<file path="config.mk">
export PLATFORM = sky130hd
export DESIGN_NAME = corelet_ctrl_flat
export DESIGN_NICKNAME = d
export VERILOG_FILES = /design/src/rtl/corelet_ctrl_if.sv /design/src/rtl/corelet_ctrl.sv /design/src/flat_wrapper.sv
export SDC_FILE = /design/constraint.sdc
export NUM_CORES = 1
export LEC_CHECK = 0
export BUFFER_PORTS_ARGS = -buffer_cell sky130_fd_sc_hd__buf_4
export CORE_MARGIN = 4
export CORE_UTILIZATION = 35
export CTS_CLUSTER_SIZE = 16
export DETAILED_ROUTE_END_ITERATION = 10
export PLACE_DENSITY = 0.59
export SETUP_SLACK_MARGIN = 0.15
export SLEW_MARGIN = 20
export SYNTH_ARGS = -nofsm -noshare
export SYNTH_HDL_FRONTEND = slang
export SYNTH_SLANG_ARGS = --single-unit
</file>
<file path="constraint.sdc">
create_clock -name clk -period 4.4 [get_ports clk]
set_clock_uncertainty 0.05 [all_clocks]
set_input_delay 0.88 -clock clk [delete_from_list [all_inputs] [get_ports clk]]
set_output_delay 0.88 -clock clk [all_outputs]
set_load 0.02 [all_outputs]
</file>
<file path="src/rtl/corelet_ctrl_if.sv">
// Control bundle between the corelet sequencer and its environment: host
// pass parameters, OFIFO status, and every corelet/memory control strobe.
interface corelet_ctrl_if #(
  parameter int len_bw  = 6,
  parameter int kij_bw  = 4,
  parameter int addr_bw = 11
);
  logic               start;
  logic [kij_bw-1:0]  nkij;
  logic [len_bw-1:0]  len;
  logic [addr_bw-1:0] w_base;
  logic [addr_bw-1:0] x_base;
  logic               ofifo_valid;

  logic               xmem_cen;
  logic [addr_bw-1:0] xmem_addr;
  logic               pmem_wen;
  logic               pmem_ren;
  logic [addr_bw-1:0] pmem_addr;
  logic [1:0]         inst;
  logic               l0_wr;
  logic               l0_rd;
  logic               ofifo_rd;
  logic               accum;
  logic               relu_valid;
  logic               busy;
  logic               done;

  modport master (
    input  start, nkij, len, w_base, x_base, ofifo_valid,
    output xmem_cen, xmem_addr, pmem_wen, pmem_ren, pmem_addr, inst,
           l0_wr, l0_rd, ofifo_rd, accum, relu_valid, busy, done
  );

  modport slave (
    output start, nkij, len, w_base, x_base, ofifo_valid,
    input  xmem_cen, xmem_addr, pmem_wen, pmem_ren, pmem_addr, inst,
           l0_wr, l0_rd, ofifo_rd, accum, relu_valid, busy, done
  );
endinterface

</file>
<file path="src/rtl/corelet_ctrl.sv">
// Corelet pass sequencer: per kernel position load/shift/flush weights,
// load/execute activations, drain OFIFO to psum memory, then accumulate+ReLU.
module corelet_ctrl #(
  parameter int row     = 8,
  parameter int col     = 8,
  parameter int len_bw  = 6,
  parameter int kij_bw  = 4,
  parameter int addr_bw = 11
) (
  input logic            clk,
  input logic            reset,
  corelet_ctrl_if.master bus
);
  typedef logic [addr_bw-1:0] addrT;
  typedef logic [len_bw-1:0]  lenT;
  typedef logic [kij_bw-1:0]  kijT;
  typedef logic [7:0]         cntT;

  typedef enum logic [3:0] {
    IDLE, W_LOAD, W_SHIFT, W_FLUSH, X_LOAD, X_EXEC, O_DRAIN, ACC, DONE
  } stateT;

  localparam cntT ROW_LAST   = cntT'(row - 1);
  localparam cntT FLUSH_LAST = cntT'(row + col - 1);

  stateT stateQ, stateD;
  cntT   iQ, iD;
  kijT   kQ, kD, nkijQ, nkijD;
  lenT   oQ, oD, rdCntQ, rdCntD, lenQ, lenD;
  addrT  wPtrQ, wPtrD, xBaseQ, xBaseD, pBaseQ, pBaseD, accAddrQ, accAddrD;

  logic       xmemCenQ, xmemCenD, pmemWenQ, pmemWenD, pmemRenQ, pmemRenD;
  addrT       xmemAddrQ, xmemAddrD, pmemAddrQ, pmemAddrD;
  logic [1:0] instQ, instD;
  logic       l0WrQ, l0WrD, l0RdQ, l0RdD, accumQ, accumD;
  logic       reluQ, reluD, busyQ, busyD, doneQ, doneD;
  logic       ofifoRd;
  cntT        lenLast, accLast;

  // Transitions first, then every registered output is decoded from the
  // next-state values so it lines up with the cycle that state occupies.
  always_comb begin
    stateD   = stateQ;
    iD       = iQ + cntT'(1);
    kD       = kQ;
    oD       = oQ;
    rdCntD   = rdCntQ;
    nkijD    = nkijQ;
    lenD     = lenQ;
    wPtrD    = wPtrQ;
    xBaseD   = xBaseQ;
    pBaseD   = pBaseQ;
    accAddrD = accAddrQ;
    lenLast  = cntT'(lenQ) - cntT'(1);
    accLast  = cntT'(nkijQ) + cntT'(2);
    ofifoRd  = (stateQ == O_DRAIN) && (rdCntQ != lenQ) && bus.ofifo_valid;

    case (stateQ)
      IDLE: begin
        iD = '0;
        if (bus.start) begin
          stateD = W_LOAD;
          kD     = '0;
          nkijD  = bus.nkij;
          lenD   = bus.len;
          wPtrD  = bus.w_base;
          xBaseD = bus.x_base;
          pBaseD = '0;
        end
      end
      W_LOAD:  if (iQ == ROW_LAST)   begin stateD = W_SHIFT; iD = '0; end
      W_SHIFT: if (iQ == ROW_LAST)   begin stateD = W_FLUSH; iD = '0; end
      W_FLUSH: if (iQ == FLUSH_LAST) begin stateD = X_LOAD;  iD = '0; end
      X_LOAD:  if (iQ == lenLast)    begin stateD = X_EXEC;  iD = '0; end
      X_EXEC: begin
        if (iQ == lenLast) begin
          stateD = O_DRAIN;
          iD     = '0;
          rdCntD = '0;
        end
      end
      O_DRAIN: begin
        iD = '0;
        if (ofifoRd) rdCntD = rdCntQ + lenT'(1);
        // All rows read means this cycle carries the final delayed write.
        if (rdCntQ == lenQ) begin
          if (kQ + kijT'(1) == nkijQ) begin
            stateD   = ACC;
            oD       = '0;
            accAddrD = '0;
          end else begin
            stateD = W_LOAD;
            kD     = kQ + kijT'(1);
            wPtrD  = wPtrQ + addrT'(row);
            pBaseD = pBaseQ + addrT'(lenQ);
          end
        end
      end
      ACC: begin
        accAddrD = accAddrQ + addrT'(lenQ);
        if (iQ == accLast) begin
          iD       = '0;
          accAddrD = addrT'(oQ) + addrT'(1);
          if (oQ == lenQ - lenT'(1)) stateD = DONE;
          else oD = oQ + lenT'(1);
        end
      end
      DONE: begin
        stateD = IDLE;
        iD     = '0;
      end
      default: begin
        stateD = IDLE;
        iD     = '0;
      end
    endcase

    xmemCenD  = (stateD == W_LOAD) || (stateD == X_LOAD);
    xmemAddrD = '0;
    if (stateD == W_LOAD)      xmemAddrD = wPtrD + addrT'(iD);
    else if (stateD == X_LOAD) xmemAddrD = xBaseD + addrT'(iD);
    l0WrD     = xmemCenQ;
    l0RdD     = (stateD == W_SHIFT) || (stateD == X_EXEC);
    instD     = (stateD == W_SHIFT) ? 2'b01 : (stateD == X_EXEC) ? 2'b10 : 2'b00;
    pmemWenD  = ofifoRd;
    pmemRenD  = (stateD == ACC) && (iD < cntT'(nkijD));
    pmemAddrD = '0;
    if (pmemWenD)      pmemAddrD = pBaseQ + addrT'(rdCntQ);
    else if (pmemRenD) pmemAddrD = accAddrD;
    accumD    = pmemRenQ;
    reluD     = (stateD == ACC) && (iD == cntT'(nkijD) + cntT'(1));
    busyD     = (stateD != IDLE) && (stateD != DONE);
    doneD     = (stateD == DONE);
  end

  always_ff @(posedge clk) begin
    if (reset) begin
      stateQ    <= IDLE;
      iQ        <= '0;
      kQ        <= '0;
      oQ        <= '0;
      rdCntQ    <= '0;
      nkijQ     <= '0;
      lenQ      <= '0;
      wPtrQ     <= '0;
      xBaseQ    <= '0;
      pBaseQ    <= '0;
      accAddrQ  <= '0;
      xmemCenQ  <= 1'b0;
      xmemAddrQ <= '0;
      pmemWenQ  <= 1'b0;
      pmemRenQ  <= 1'b0;
      pmemAddrQ <= '0;
      instQ     <= 2'b00;
      l0WrQ     <= 1'b0;
      l0RdQ     <= 1'b0;
      accumQ    <= 1'b0;
      reluQ     <= 1'b0;
      busyQ     <= 1'b0;
      doneQ     <= 1'b0;
    end else begin
      stateQ    <= stateD;
      iQ        <= iD;
      kQ        <= kD;
      oQ        <= oD;
      rdCntQ    <= rdCntD;
      nkijQ     <= nkijD;
      lenQ      <= lenD;
      wPtrQ     <= wPtrD;
      xBaseQ    <= xBaseD;
      pBaseQ    <= pBaseD;
      accAddrQ  <= accAddrD;
      xmemCenQ  <= xmemCenD;
      xmemAddrQ <= xmemAddrD;
      pmemWenQ  <= pmemWenD;
      pmemRenQ  <= pmemRenD;
      pmemAddrQ <= pmemAddrD;
      instQ     <= instD;
      l0WrQ     <= l0WrD;
      l0RdQ     <= l0RdD;
      accumQ    <= accumD;
      reluQ     <= reluD;
      busyQ     <= busyD;
      doneQ     <= doneD;
    end
  end

  assign bus.xmem_cen   = xmemCenQ;
  assign bus.xmem_addr  = xmemAddrQ;
  assign bus.pmem_wen   = pmemWenQ;
  assign bus.pmem_ren   = pmemRenQ;
  assign bus.pmem_addr  = pmemAddrQ;
  assign bus.inst       = instQ;
  assign bus.l0_wr      = l0WrQ;
  assign bus.l0_rd      = l0RdQ;
  assign bus.ofifo_rd   = ofifoRd;
  assign bus.accum      = accumQ;
  assign bus.relu_valid = reluQ;
  assign bus.busy       = busyQ;
  assign bus.done       = doneQ;
endmodule

</file>
<file path="src/flat_wrapper.sv">
// flat-port wrapper written by rule: the top's interface ports become plain ports
module corelet_ctrl_flat 
#(
  parameter int row     = 8,
  parameter int col     = 8,
  parameter int len_bw  = 6,
  parameter int kij_bw  = 4,
  parameter int addr_bw = 11
)
  (clk, reset, bus_start, bus_nkij, bus_len, bus_w_base, bus_x_base, bus_ofifo_valid, bus_xmem_cen, bus_xmem_addr, bus_pmem_wen, bus_pmem_ren, bus_pmem_addr, bus_inst, bus_l0_wr, bus_l0_rd, bus_ofifo_rd, bus_accum, bus_relu_valid, bus_busy, bus_done);
  corelet_ctrl_if #(.len_bw(len_bw), .kij_bw(kij_bw), .addr_bw(addr_bw)) bus_i ();
  input logic clk;
  input logic reset;
  input wire logic [$bits(bus_i.start)-1:0] bus_start;
  input wire logic [$bits(bus_i.nkij)-1:0] bus_nkij;
  input wire logic [$bits(bus_i.len)-1:0] bus_len;
  input wire logic [$bits(bus_i.w_base)-1:0] bus_w_base;
  input wire logic [$bits(bus_i.x_base)-1:0] bus_x_base;
  input wire logic [$bits(bus_i.ofifo_valid)-1:0] bus_ofifo_valid;
  output wire logic [$bits(bus_i.xmem_cen)-1:0] bus_xmem_cen;
  output wire logic [$bits(bus_i.xmem_addr)-1:0] bus_xmem_addr;
  output wire logic [$bits(bus_i.pmem_wen)-1:0] bus_pmem_wen;
  output wire logic [$bits(bus_i.pmem_ren)-1:0] bus_pmem_ren;
  output wire logic [$bits(bus_i.pmem_addr)-1:0] bus_pmem_addr;
  output wire logic [$bits(bus_i.inst)-1:0] bus_inst;
  output wire logic [$bits(bus_i.l0_wr)-1:0] bus_l0_wr;
  output wire logic [$bits(bus_i.l0_rd)-1:0] bus_l0_rd;
  output wire logic [$bits(bus_i.ofifo_rd)-1:0] bus_ofifo_rd;
  output wire logic [$bits(bus_i.accum)-1:0] bus_accum;
  output wire logic [$bits(bus_i.relu_valid)-1:0] bus_relu_valid;
  output wire logic [$bits(bus_i.busy)-1:0] bus_busy;
  output wire logic [$bits(bus_i.done)-1:0] bus_done;
  assign bus_i.start = bus_start;
  assign bus_i.nkij = bus_nkij;
  assign bus_i.len = bus_len;
  assign bus_i.w_base = bus_w_base;
  assign bus_i.x_base = bus_x_base;
  assign bus_i.ofifo_valid = bus_ofifo_valid;
  assign bus_xmem_cen = bus_i.xmem_cen;
  assign bus_xmem_addr = bus_i.xmem_addr;
  assign bus_pmem_wen = bus_i.pmem_wen;
  assign bus_pmem_ren = bus_i.pmem_ren;
  assign bus_pmem_addr = bus_i.pmem_addr;
  assign bus_inst = bus_i.inst;
  assign bus_l0_wr = bus_i.l0_wr;
  assign bus_l0_rd = bus_i.l0_rd;
  assign bus_ofifo_rd = bus_i.ofifo_rd;
  assign bus_accum = bus_i.accum;
  assign bus_relu_valid = bus_i.relu_valid;
  assign bus_busy = bus_i.busy;
  assign bus_done = bus_i.done;
  corelet_ctrl #(.row(row), .col(col), .len_bw(len_bw), .kij_bw(kij_bw), .addr_bw(addr_bw)) u_core (.clk(clk), .reset(reset), .bus(bus_i));
endmodule
</file>
==> impl_metrics.env <==
export IMPL_outcome="finished, final reports clean"
export IMPL_drc=0
export IMPL_leakage_nw=3.74
export IMPL_final_hold_viol_count=0
export IMPL_peakVddDrop_v=0.000246
export IMPL_num_nets_final=1013
export IMPL_max_freq_mhz=254
export IMPL_place_congestion=0.855
export IMPL_antenna_found_initial=0
export IMPL_io_buffers=69
export IMPL_clk_latency_ns=0.43
export IMPL_drv_cap=0
export IMPL_yosys_warnings=0
export IMPL_slew_violations=0
export IMPL_synth_top_area_share_pct=31.7
export IMPL_post_place_ws_ns=0.474
export IMPL_row_count=52
export IMPL_ys_ff_latch=115
export IMPL_synthArstFlopShare_pct=0
export IMPL_cts_tree="yes"
export IMPL_dp_hpwl_um=14900
export IMPL_crit_chain="ha_1 > xnor2_1 > nand4_1 > o31ai_2 > nand2b_1 > o21ai_2 > inv_2 > xnor2_1 > ha_1 > inv_1 > o311ai_2 > a31oi_1 > o311ai_1 > a21oi_1 > xnor2_1 > o22ai_1"
export IMPL_avgRoutedWirePerCell_um=16.5
export IMPL_min_period_ns=3.93
export IMPL_die_w_um=152
export IMPL_power_mw=2.86
export IMPL_grt_pass1_wl_um=32900
export IMPL_synth_common_cells="115 x dfxtp_1, 95 x nor2_1, 79 x nand2_1"
export IMPL_dp_cells=1179
export IMPL_totalWireLength_um=20000
export IMPL_worstSetupPathType="flop to flop"
export IMPL_synth_ff_type="dfxtp_1"
export IMPL_cts_made_buffers=17
export IMPL_ioPinCount=70
export IMPL_nFillCells=2064
export IMPL_setup_viol=0
export IMPL_fp_coreArea_mm2=0.0203
export IMPL_drive_gt1_share_pct=16.7
export IMPL_netlist_area_mm2=0.00727
export IMPL_final_cells=1212
export IMPL_crit_top_cell="xnor2_1"
export IMPL_start_kind="flop"
export IMPL_critPathMaxStageDelay_ns=0.46
export IMPL_syn_num_nets=946
export IMPL_path_clk_slew_ns=0.06
export IMPL_cp_data_required_time_ns=4.70
export IMPL_avgSynthCellArea_um2=8.43
export IMPL_initial_core_util_pct=35.8
export IMPL_clkSinkCount=115
export IMPL_cts_buffer_depth=2
export IMPL_worstSetupEndpointType="flop"
export IMPL_track_usage_pct=17.4
export IMPL_yosysMostFrequentCell="dfxtp_1"
export IMPL_fin_crit_sh_pct=89.4
export IMPL_hold_class="flop to flop"
export IMPL_fin_ws_ns=0.468
export IMPL_cp_slowest_cell="dfxtp_1"
export IMPL_regArea_mm2=0.00230
export IMPL_grt_pass1_vias=6231
export IMPL_p_per_area_mw_per_mm2=330
export IMPL_tightestPinTransition_ns=0.818
export IMPL_fp_dieH_um=152
export IMPL_yosysSeqAreaShare_pct=31.7
export IMPL_synth_edf_count=0
export IMPL_num_vias=6373
export IMPL_synthTopCellsByArea="dfxtp_1 32%, ha_1 7.7%, xnor2_1 7.4%"
export IMPL_cts_root_buf="clkbuf_16"
export IMPL_synthCells=862
export IMPL_initialDrtViolationCount=406
export IMPL_diodes=0
export IMPL_holdBufCountCts=0
export IMPL_timing_slew_headroom_pct=45.4
export IMPL_arrival_ns=4.23
export IMPL_fin_tns_setup_ns=0
export IMPL_synth_top_area_cell="dfxtp_1"
export IMPL_multiInputGateArea_mm2=0.00466
export IMPL_cp_max_fo=7
export IMPL_drtPass1Iterations=5
export IMPL_ant_nets=0
export IMPL_via_per_inst=5.26
export IMPL_grt_max_degree=59
export IMPL_syn2layout_area_growth_pct=19.6
export IMPL_finish_utilization_pct=42.8
export IMPL_synthDistinctLibCells=87
export IMPL_gr_total_overflow=0
export IMPL_dieArea_mm2=0.0231
export IMPL_rsz0062_at_grt="yes"
export IMPL_htree_levels=4
## power by group
| group | total [mW] | internal, mW | switching (mW) |
|---|---|---|---|
| combinational | 0.388 | 0.163 | 0.225 |
| clock | 1.38 | 0.835 | 0.544 |
| sequential | 1.10 | 1.07 | 0.0246 |
| total | 2.86 | 2.07 | 0.794 |
## what timing repair did
action	CTS	global route
endpoints found under the hold margin	0	0
buffers inserted	0	1
setup endpoints to repair	0	13
resized for setup	0	1
## path summary, 6_finish.rpt
| path | endpoint | cells after the start | startpoint | slack, ns |
|---|---|---|---|---|
| max | u_core.bus.xmem_addr[8] | 16 | u_core.nkijQ[1] | 0.47 |
| min | u_core.xBaseQ[0] | 2 | u_core.xBaseQ[0] | 0.41 |
| max reg2reg | u_core.bus.xmem_addr[8] | 16 | u_core.nkijQ[1] | 0.47 |
| min reg2reg | u_core.xBaseQ[0] | 2 | u_core.xBaseQ[0] | 0.41 |
## registers in the layout, indices dropped and copies added (netlist names), 2 cells and up
| name | flops |
|---|---|
| u_core.xBaseQ | 11 |
| u_core.lenQ | 6 |
| u_core.bus.inst | 2 |
| u_core.stateQ | 4 |
| u_core.accAddrQ | 11 |
| u_core.wPtrQ | 11 |
| u_core.nkijQ | 4 |
| u_core.rdCntQ | 6 |
| u_core.pBaseQ | 11 |
| u_core.kQ | 4 |
| u_core.oQ | 6 |
| u_core.bus.xmem_addr | 11 |
| u_core.iQ | 8 |
| u_core.bus.pmem_addr | 11 |
## per-layer routing
metal / vias to the layer above / track usage, % / share of wire, % / wire length [µm]
met1: 3001 / 22.8 / 46 / 9230
met4: 0 / 5.57 / 2.0 / 408
li1: 3188 / - / - / -
met2: 153 / 28.9 / 47 / 9500
met3: 31 / 3.70 / 4.3 / 870
met5: - / 0 / 0 / 0
## area by class of cell
cell class	count	area share, %
Multi-Input combinational cell	677	53.6
Sequential cell	115	26.5
Timing Repair Buffer	91	8.15
Clock buffer	17	4.90
Tap cell	270	3.89
Clock inverter	15	1.83
Inverter	27	1.17
## critical path: cells and delay by family (launching register included)
family | cells | cell delay (ns)
flops | 1 | 0.46
simple gates | 2 | 0.38
compound gates | 7 | 1.85
xor+xnor | 3 | 0.48
fa+ha+maj | 2 | 0.46
buf+inv | 2 | 0.16
## metrics by stage
| step | hold slack (ns) | cell area, µm² |
|---|---|---|
| 2_1_floorplan | 0.394 | 7270 |
| 3_3_place_gp | 0.399 | 8080 |
| 3_5_place_dp | 0.406 | 8080 |
| 4_1_cts | 0.413 | 8660 |
| 5_1_grt | 0.430 | 8690 |
| 6_report | 0.412 | 8690 |
## cell families (layout without fill, tap and decap cells)
kind of cell             after synthesis  in the layout  synth area share (%)
AO/OA/AOI/OAI                        199            199                  18.8
XOR/XNOR                              94             94                  12.2
adder cells (fa/ha/maj)               49             49                  8.73
buffers and inverters                 70            150                  4.32
flip-flops                           115            115                  31.7
multiplexers                          21             21                  2.91
AND/OR/NAND/NOR                      314            314                  21.4
## placed cells by master (no fill, tap or decap), types with 3 or more instances in the layout
| cell type | count |
|---|---|
| dfxtp_1 | 115 |
| clkinv_4 | 5 |
| xnor2_1 | 61 |
| and3_1 | 12 |
| xor2_1 | 29 |
| or4_1 | 3 |
| nor3_1 | 28 |
| nor3b_1 | 3 |
| clkinvlp_4 | 3 |
| a21oi_1 | 64 |
| fa_1 | 3 |
| nand3_1 | 21 |
| or3_1 | 6 |
| nand2b_1 | 7 |
| o211a_1 | 3 |
| and2_1 | 3 |
| o21ai_0 | 31 |
| a31oi_1 | 8 |
| nand2_1 | 79 |
| buf_4 | 89 |
| a22oi_1 | 8 |
| ha_1 | 45 |
| clkinv_2 | 3 |
| o211ai_1 | 7 |
| o21a_1 | 4 |
| a22o_1 | 11 |
| nor2b_1 | 19 |
| clkbuf_16 | 17 |
| nand3b_1 | 4 |
| nor2_1 | 95 |
| a21o_1 | 16 |
| or2_2 | 5 |
| o22ai_1 | 7 |
| inv_1 | 26 |
| mux2i_1 | 20 |
| nand4_1 | 10 |
(Power assumes the default switching activity.)
